`config.mk`:
```
export PLATFORM = sky130hd
export DESIGN_NAME = ram_reader
export DESIGN_NICKNAME = d
export VERILOG_FILES = /design/src/rtl/ram_reader.sv
export SDC_FILE = /design/constraint.sdc
export NUM_CORES = 1
export LEC_CHECK = 0
export ABC_AREA = 0
export CORE_UTILIZATION = 25
export CTS_CLUSTER_SIZE = 25
export DETAILED_ROUTE_END_ITERATION = 16
export PLACE_DENSITY = 0.47
export SKIP_LAST_GASP = 1
export SLEW_MARGIN = 15
export SYNTH_ARGS = -nofsm -noshare
export SYNTH_HDL_FRONTEND = slang
export SYNTH_SLANG_ARGS = --single-unit
```
`constraint.sdc`:
```
create_clock -name clk -period 7.55 [get_ports clk]
set_clock_uncertainty 0.15 [all_clocks]
set_input_delay 1.51 -clock clk [delete_from_list [all_inputs] [get_ports clk]]
set_output_delay 1.51 -clock clk [all_outputs]
set_load 0.01 [all_outputs]
```
`src/rtl/ram_reader.sv`:
```
`default_nettype none
// ============================================================================
//  Module   : ram_reader
//  Purpose  : Scans RAM addresses 0..DEPTH-1 through a synchronous read port
//             and streams the bytes out on a valid/ready interface. A
//             two-entry buffer absorbs the one-cycle read latency. Also keeps
//             a running modulo-2^DATA_W checksum of the delivered bytes.
//  Revision : 1.0  initial release
// ============================================================================
module ram_reader #(
  parameter int ADDR_W = 3,
  parameter int DATA_W = 8,
  parameter int DEPTH  = 8
) (
  input  logic              clk,
  input  logic              rst,
  input  logic              start,
  output logic              rd_en,
  output logic [ADDR_W-1:0] rd_add,
  input  logic [DATA_W-1:0] rd_data,
  output logic [DATA_W-1:0] out_data,
  output logic              out_valid,
  input  logic              out_ready,
  output logic              out_last,
  output logic [DATA_W-1:0] checksum,
  output logic              scan_done,
  output logic              busy
);

  // Counters carry one extra bit so they can represent DEPTH itself.
  localparam int              c_CW    = ADDR_W + 1;
  localparam logic [c_CW-1:0] c_DEPTH = c_CW'(DEPTH);
  localparam logic [c_CW-1:0] c_LAST  = c_CW'(DEPTH - 1);
  localparam logic [c_CW-1:0] c_ONE   = c_CW'(1);

  typedef enum logic [1:0] {
    S_IDLE  = 2'd0,
    S_SCAN  = 2'd1,
    S_DRAIN = 2'd2,
    S_DONE  = 2'd3
  } state_t;

  state_t            r_state;
  logic [c_CW-1:0]   r_rd_cnt;
  logic [c_CW-1:0]   r_xfer_cnt;
  logic [DATA_W-1:0] r_checksum;
  logic              r_scan_done;
  logic              r_busy;

  // Two-entry output buffer plus the "data returns this cycle" flag.
  logic [DATA_W-1:0] r_mem [0:1];
  logic              r_wr_ptr;
  logic              r_rd_ptr;
  logic [1:0]        r_count;
  logic              r_pend;

  logic              w_pop;
  logic              w_issue;
  logic [2:0]        w_credit;

  assign out_valid = (r_count != 2'd0);
  assign out_data  = r_mem[r_rd_ptr];
  // Bytes leave strictly in address order, so the head is the last byte
  // exactly when DEPTH-1 bytes have already been transferred.
  assign out_last  = out_valid && (r_xfer_cnt == c_LAST);
  assign checksum  = r_checksum;
  assign scan_done = r_scan_done;
  assign busy      = r_busy;
  assign rd_add    = r_rd_cnt[ADDR_W-1:0];

  assign w_pop    = out_valid && out_ready;
  // Buffered bytes plus the read whose data is on rd_data right now.
  assign w_credit = {1'b0, r_count} + {2'b00, r_pend};
  // The strobe is decided in the same cycle as the pop so that a byte leaving
  // the buffer frees its slot immediately; this is what sustains one byte per
  // cycle with only two entries while still never overflowing under stalls.
  assign w_issue  = (r_state == S_SCAN) && (r_rd_cnt < c_DEPTH) &&
                    (w_credit < (3'd2 + {2'b00, w_pop}));
  assign rd_en    = w_issue;

  // Control FSM: scan sequencing, transfer counting and checksum accumulation.
  always_ff @(posedge clk or negedge rst) begin
    if (!rst) begin
      r_state     <= S_IDLE;
      r_rd_cnt    <= '0;
      r_xfer_cnt  <= '0;
      r_checksum  <= '0;
      r_scan_done <= 1'b0;
      r_busy      <= 1'b0;
    end else begin
      if (w_pop) begin
        r_checksum <= r_checksum + out_data;
        r_xfer_cnt <= r_xfer_cnt + c_ONE;
      end
      case (r_state)
        S_IDLE: begin
          if (start) begin
            r_state    <= S_SCAN;
            r_busy     <= 1'b1;
            r_rd_cnt   <= '0;
            r_xfer_cnt <= '0;
            r_checksum <= '0;
          end
        end
        S_SCAN: begin
          if (w_issue) begin
            r_rd_cnt <= r_rd_cnt + c_ONE;
            if (r_rd_cnt == c_LAST) begin
              r_state <= S_DRAIN;
            end
          end
        end
        S_DRAIN: begin
          if (w_pop && out_last) begin
            r_state     <= S_DONE;
            r_busy      <= 1'b0;
            r_scan_done <= 1'b1;
          end
        end
        S_DONE: begin
          // Hold here until start drops so a level start cannot retrigger.
          if (!start) begin
            r_state     <= S_IDLE;
            r_scan_done <= 1'b0;
          end
        end
        default: r_state <= S_IDLE;
      endcase
    end
  end

  // Output buffer: capture returning read data, advance head on transfer.
  always_ff @(posedge clk or negedge rst) begin
    if (!rst) begin
      r_mem[0] <= '0;
      r_mem[1] <= '0;
      r_wr_ptr <= 1'b0;
      r_rd_ptr <= 1'b0;
      r_count  <= 2'd0;
      r_pend   <= 1'b0;
    end else begin
      r_pend <= w_issue;
      if (r_pend) begin
        r_mem[r_wr_ptr] <= rd_data;
        r_wr_ptr        <= ~r_wr_ptr;
      end
      if (w_pop) begin
        r_rd_ptr <= ~r_rd_ptr;
      end
      case ({r_pend, w_pop})
        2'b10:   r_count <= r_count + 2'd1;
        2'b01:   r_count <= r_count - 2'd1;
        default: r_count <= r_count;
      endcase
    end
  end

endmodule
`default_nettype wire

```
==> impl_metrics.json <==
{
  "synth_top_area_share_pct": 43.9,
  "die_area_um2": 9740,
  "drc": 0,
  "max_freq_mhz": 207,
  "ir_drop_v": 0.000166,
  "syn_nets": 241,
  "htreeDepth": 2,
  "fin_util_pct": 32.0,
  "cts.sinks": 41,
  "grt_antenna_before_repair": 0,
  "grt_first_pass_wirelength_mm": 8.57,
  "setup_viol": 0,
  "die_h_um": 98.7,
  "antenna_cells": 0,
  "max-slew-margin-rel_pct": 35.4,
  "r2r_setup_slack_ns": 4.72,
  "io_pins": 36,
  "async_flop_share_pct": 100,
  "path_delay_family": "buffers and inverters",
  "drv_cap": 0,
  "io_buffer_count": 35,
  "synth_top_area_cell": "dfrtp_1",
  "cp_slowest_stage_delay_ns": 0.54,
  "avgSynthCellArea_um2": 11.1,
  "worst-path-max-fanout": 16,
  "worstHoldPathType": "reg -> reg",
  "critPathSlowestCell": "clkdlybuf4s50_1",
  "post-cts-setup-buffers": 0,
  "drive_above_1_share_pct": 17.0,
  "die_x_um": 98.7,
  "netlist_top_cells_area": "dfrtp_1 (44%), mux2_2 (12%), ha_1 (9.1%)",
  "cts_buffers": 5,
  "place_area_um2": 2760,
  "initialDrtViolationCount": 51,
  "p_sw_mw": 0.555,
  "core_um2": 8890,
  "routed_wl_mm": 5.01,
  "cts_tree": "done",
  "cp.arrival_ns": 3.18,
  "dp_cells": 347,
  "power.clock.fraction_pct": 10.3,
  "post_drt_via_cell_ratio": 4.74,
  "min_period_ns": 4.84,
  "yosysWarnings": 0,
  "cts_hold_buf": 0,
  "synth_common_cells": "dfrtp_1 (41), mux2_2 (25), ha_1 (17), nor2_1 (17), a21oi_1 (13)",
  "start_kind": "input port",
  "mappedNetlistArea_um2": 2340,
  "power_density_nw_per_um2": 482,
  "swShare_pct": 40.6,
  "worst_slew_pin_slew_ns": 0.969,
  "cts.clk_slew.worst_paths_ns": 0.07,
  "final_hold_viol_count": 0,
  "worst-path-buf-inv": 2,
  "worst-setup-path-type": "in -> out",
  "synth_seq_area_share_pct": 43.9,
  "ant_nets": 0,
  "num_rows": 34,
  "grt_pass1_vias": 1698,
  "synthCells": 211,
  "cp-end-kind": "primary output",
  "fillCellCount": 914,
  "clockBufferDepth": 2,
  "synth.distinct_cells": 43,
  "grt_max_degree": 42,
  "dp_worst_setup_slack_ns": 2.70,
  "finish.instance_area_um2": 2840,
  "synth.ff_latch_count": 41,
  "grt_usage_pct": 11.1,
  "synth_edf_count": 0,
  "fin_cells": 355,
  "start_util_pct": 26.3,
  "nNetsFinal": 276,
  "first_pass_iters": 4,
  "pwr-share-comb_pct": 59.4,
  "report.final.slew_viol_count": 0,
  "cts_resized": 0,
  "synth_ff_type": "dfrtp_1",
  "fin_crit_sh_pct": 64.1,
  "syn_to_final_growth_pct": 21.6,
  "seqPwrFrac_pct": 30.3,
  "vias": 1681,
  "crit_chain": "clkdlybuf4s50_1 -> o21ai_4 -> o21ai_4 -> and3_1 -> clkdlybuf4s50_1",
  "status": "complete, no violations",
  "setup_tns_ns": 0,
  "clk_latency_ns": 0.29,
  "cts_root_buffer": "clkbuf_8",
  "post-synth-top-count-cell": "dfrtp_1",
  "crit_required_ns": 5.89,
  "gr-total-overflow": 0,
  "layout_setup_ws_ns": 2.71,
  "place_congestion": 0.775,
  "total_leakage_power_nw": 1.19,
  "rsz0062_at_grt": "no",
  "post_drt_wl_per_cell_um": 14.1,
  "hpwl_mm": 3.61,
  "p_int_mw": 0.813
}
==> power by group through the flow <==
stage	Clock, mW	Sequential [mW]	Combinational [mW]
2_1_floorplan	0	0.399	0.587
3_3_place_gp	0	0.421	0.810
3_5_place_dp	0	0.421	0.818
4_1_cts	0.151	0.417	0.823
5_1_grt	0.159	0.433	0.908
6_report	0.140	0.415	0.813
==> through the flow <==
step                      hold WS, ns  power (mW)
final                           0.346        1.37
after global routing            0.351        1.50
after CTS                       0.344        1.39
after detailed placement        0.329        1.24
after global placement          0.330        1.23
after floorplan                 0.313       0.986
==> layer usage <==
layer / vias to the layer above / wire length [um] / GRT usage, %
met2: 37 / 2170 / 17.5
met1: 818 / 2580 / 15.0
met3: 5 / 216 / 3.05
li1: 821 / - / -
met4: 0 / 44 / 2.76
met5: - / 0 / 0
==> cells in the final DEF, fill, tap and decap left out, drive strengths merged, types with 2 or more instances in the layout <==
cell and count:
nand4b 2, clkinv 3, nor2 17, a211oi 3
dfrtp 41, nand4 2, nand2 13, clkbuf 6
nand3 11, mux2 26, nand3b 3, o211ai 2
or4b 2, o21ai 16, and3 2, inv 4
xor2 7, nor2b 2, a21oi 13, xnor2 5
clkdlybuf4s50 34, a21o 2, o31a 2, ha 17
==> logic make-up (layout without fill, tap and decap cells) <==
| family | count (synthesis) | after routing | share of synthesized area, % |
|---|---|---|---|
| AOI/OAI and AO/OA | 41 | 41 | 11.5 |
| xor gates and xnor gates | 12 | 12 | 4.50 |
| adders and majority gates | 18 | 18 | 9.96 |
| buffers and inverters | 12 | 48 | 3.32 |
| DFF | 41 | 41 | 43.9 |
| muxes | 27 | 27 | 13.1 |
| and+or+nand+nor | 60 | 60 | 13.8 |
==> final timing paths <==
path                            from           to  cells after the start
setup / recovery           out_ready        rd_en                      5
hold / removal              r_wr_ptr     r_wr_ptr                      1
setup reg to reg            r_rd_ptr  checksum[7]                      7
hold reg to reg             r_wr_ptr     r_wr_ptr                      1
max in group asynchronous        rst   r_count[0]                      1
min in group asynchronous        rst     r_mem[4]                      1
==> registers in the layout, summed over array words and instances, names as in the netlist, 2 cells and up <==
signal and cells:
checksum 8, r_mem 16, r_state 2, r_xfer_cnt 4
r_count 2, r_rd_cnt 4
==> area by class of cell <==
type | instances | area, um^2 | area share (%)
Multi-Input combinational cell | 158 | 1230 | 43.4
Sequential cell | 41 | 1030 | 36.1
Timing Repair Buffer | 35 | 345 | 12.2
Tap cell | 108 | 135 | 4.76
Clock buffer | 6 | 72.6 | 2.55
Inverter | 5 | 18.8 | 0.661
Clock inverter | 2 | 10.0 | 0.352
No activity file was read; power rests on OpenSTA's default activity.
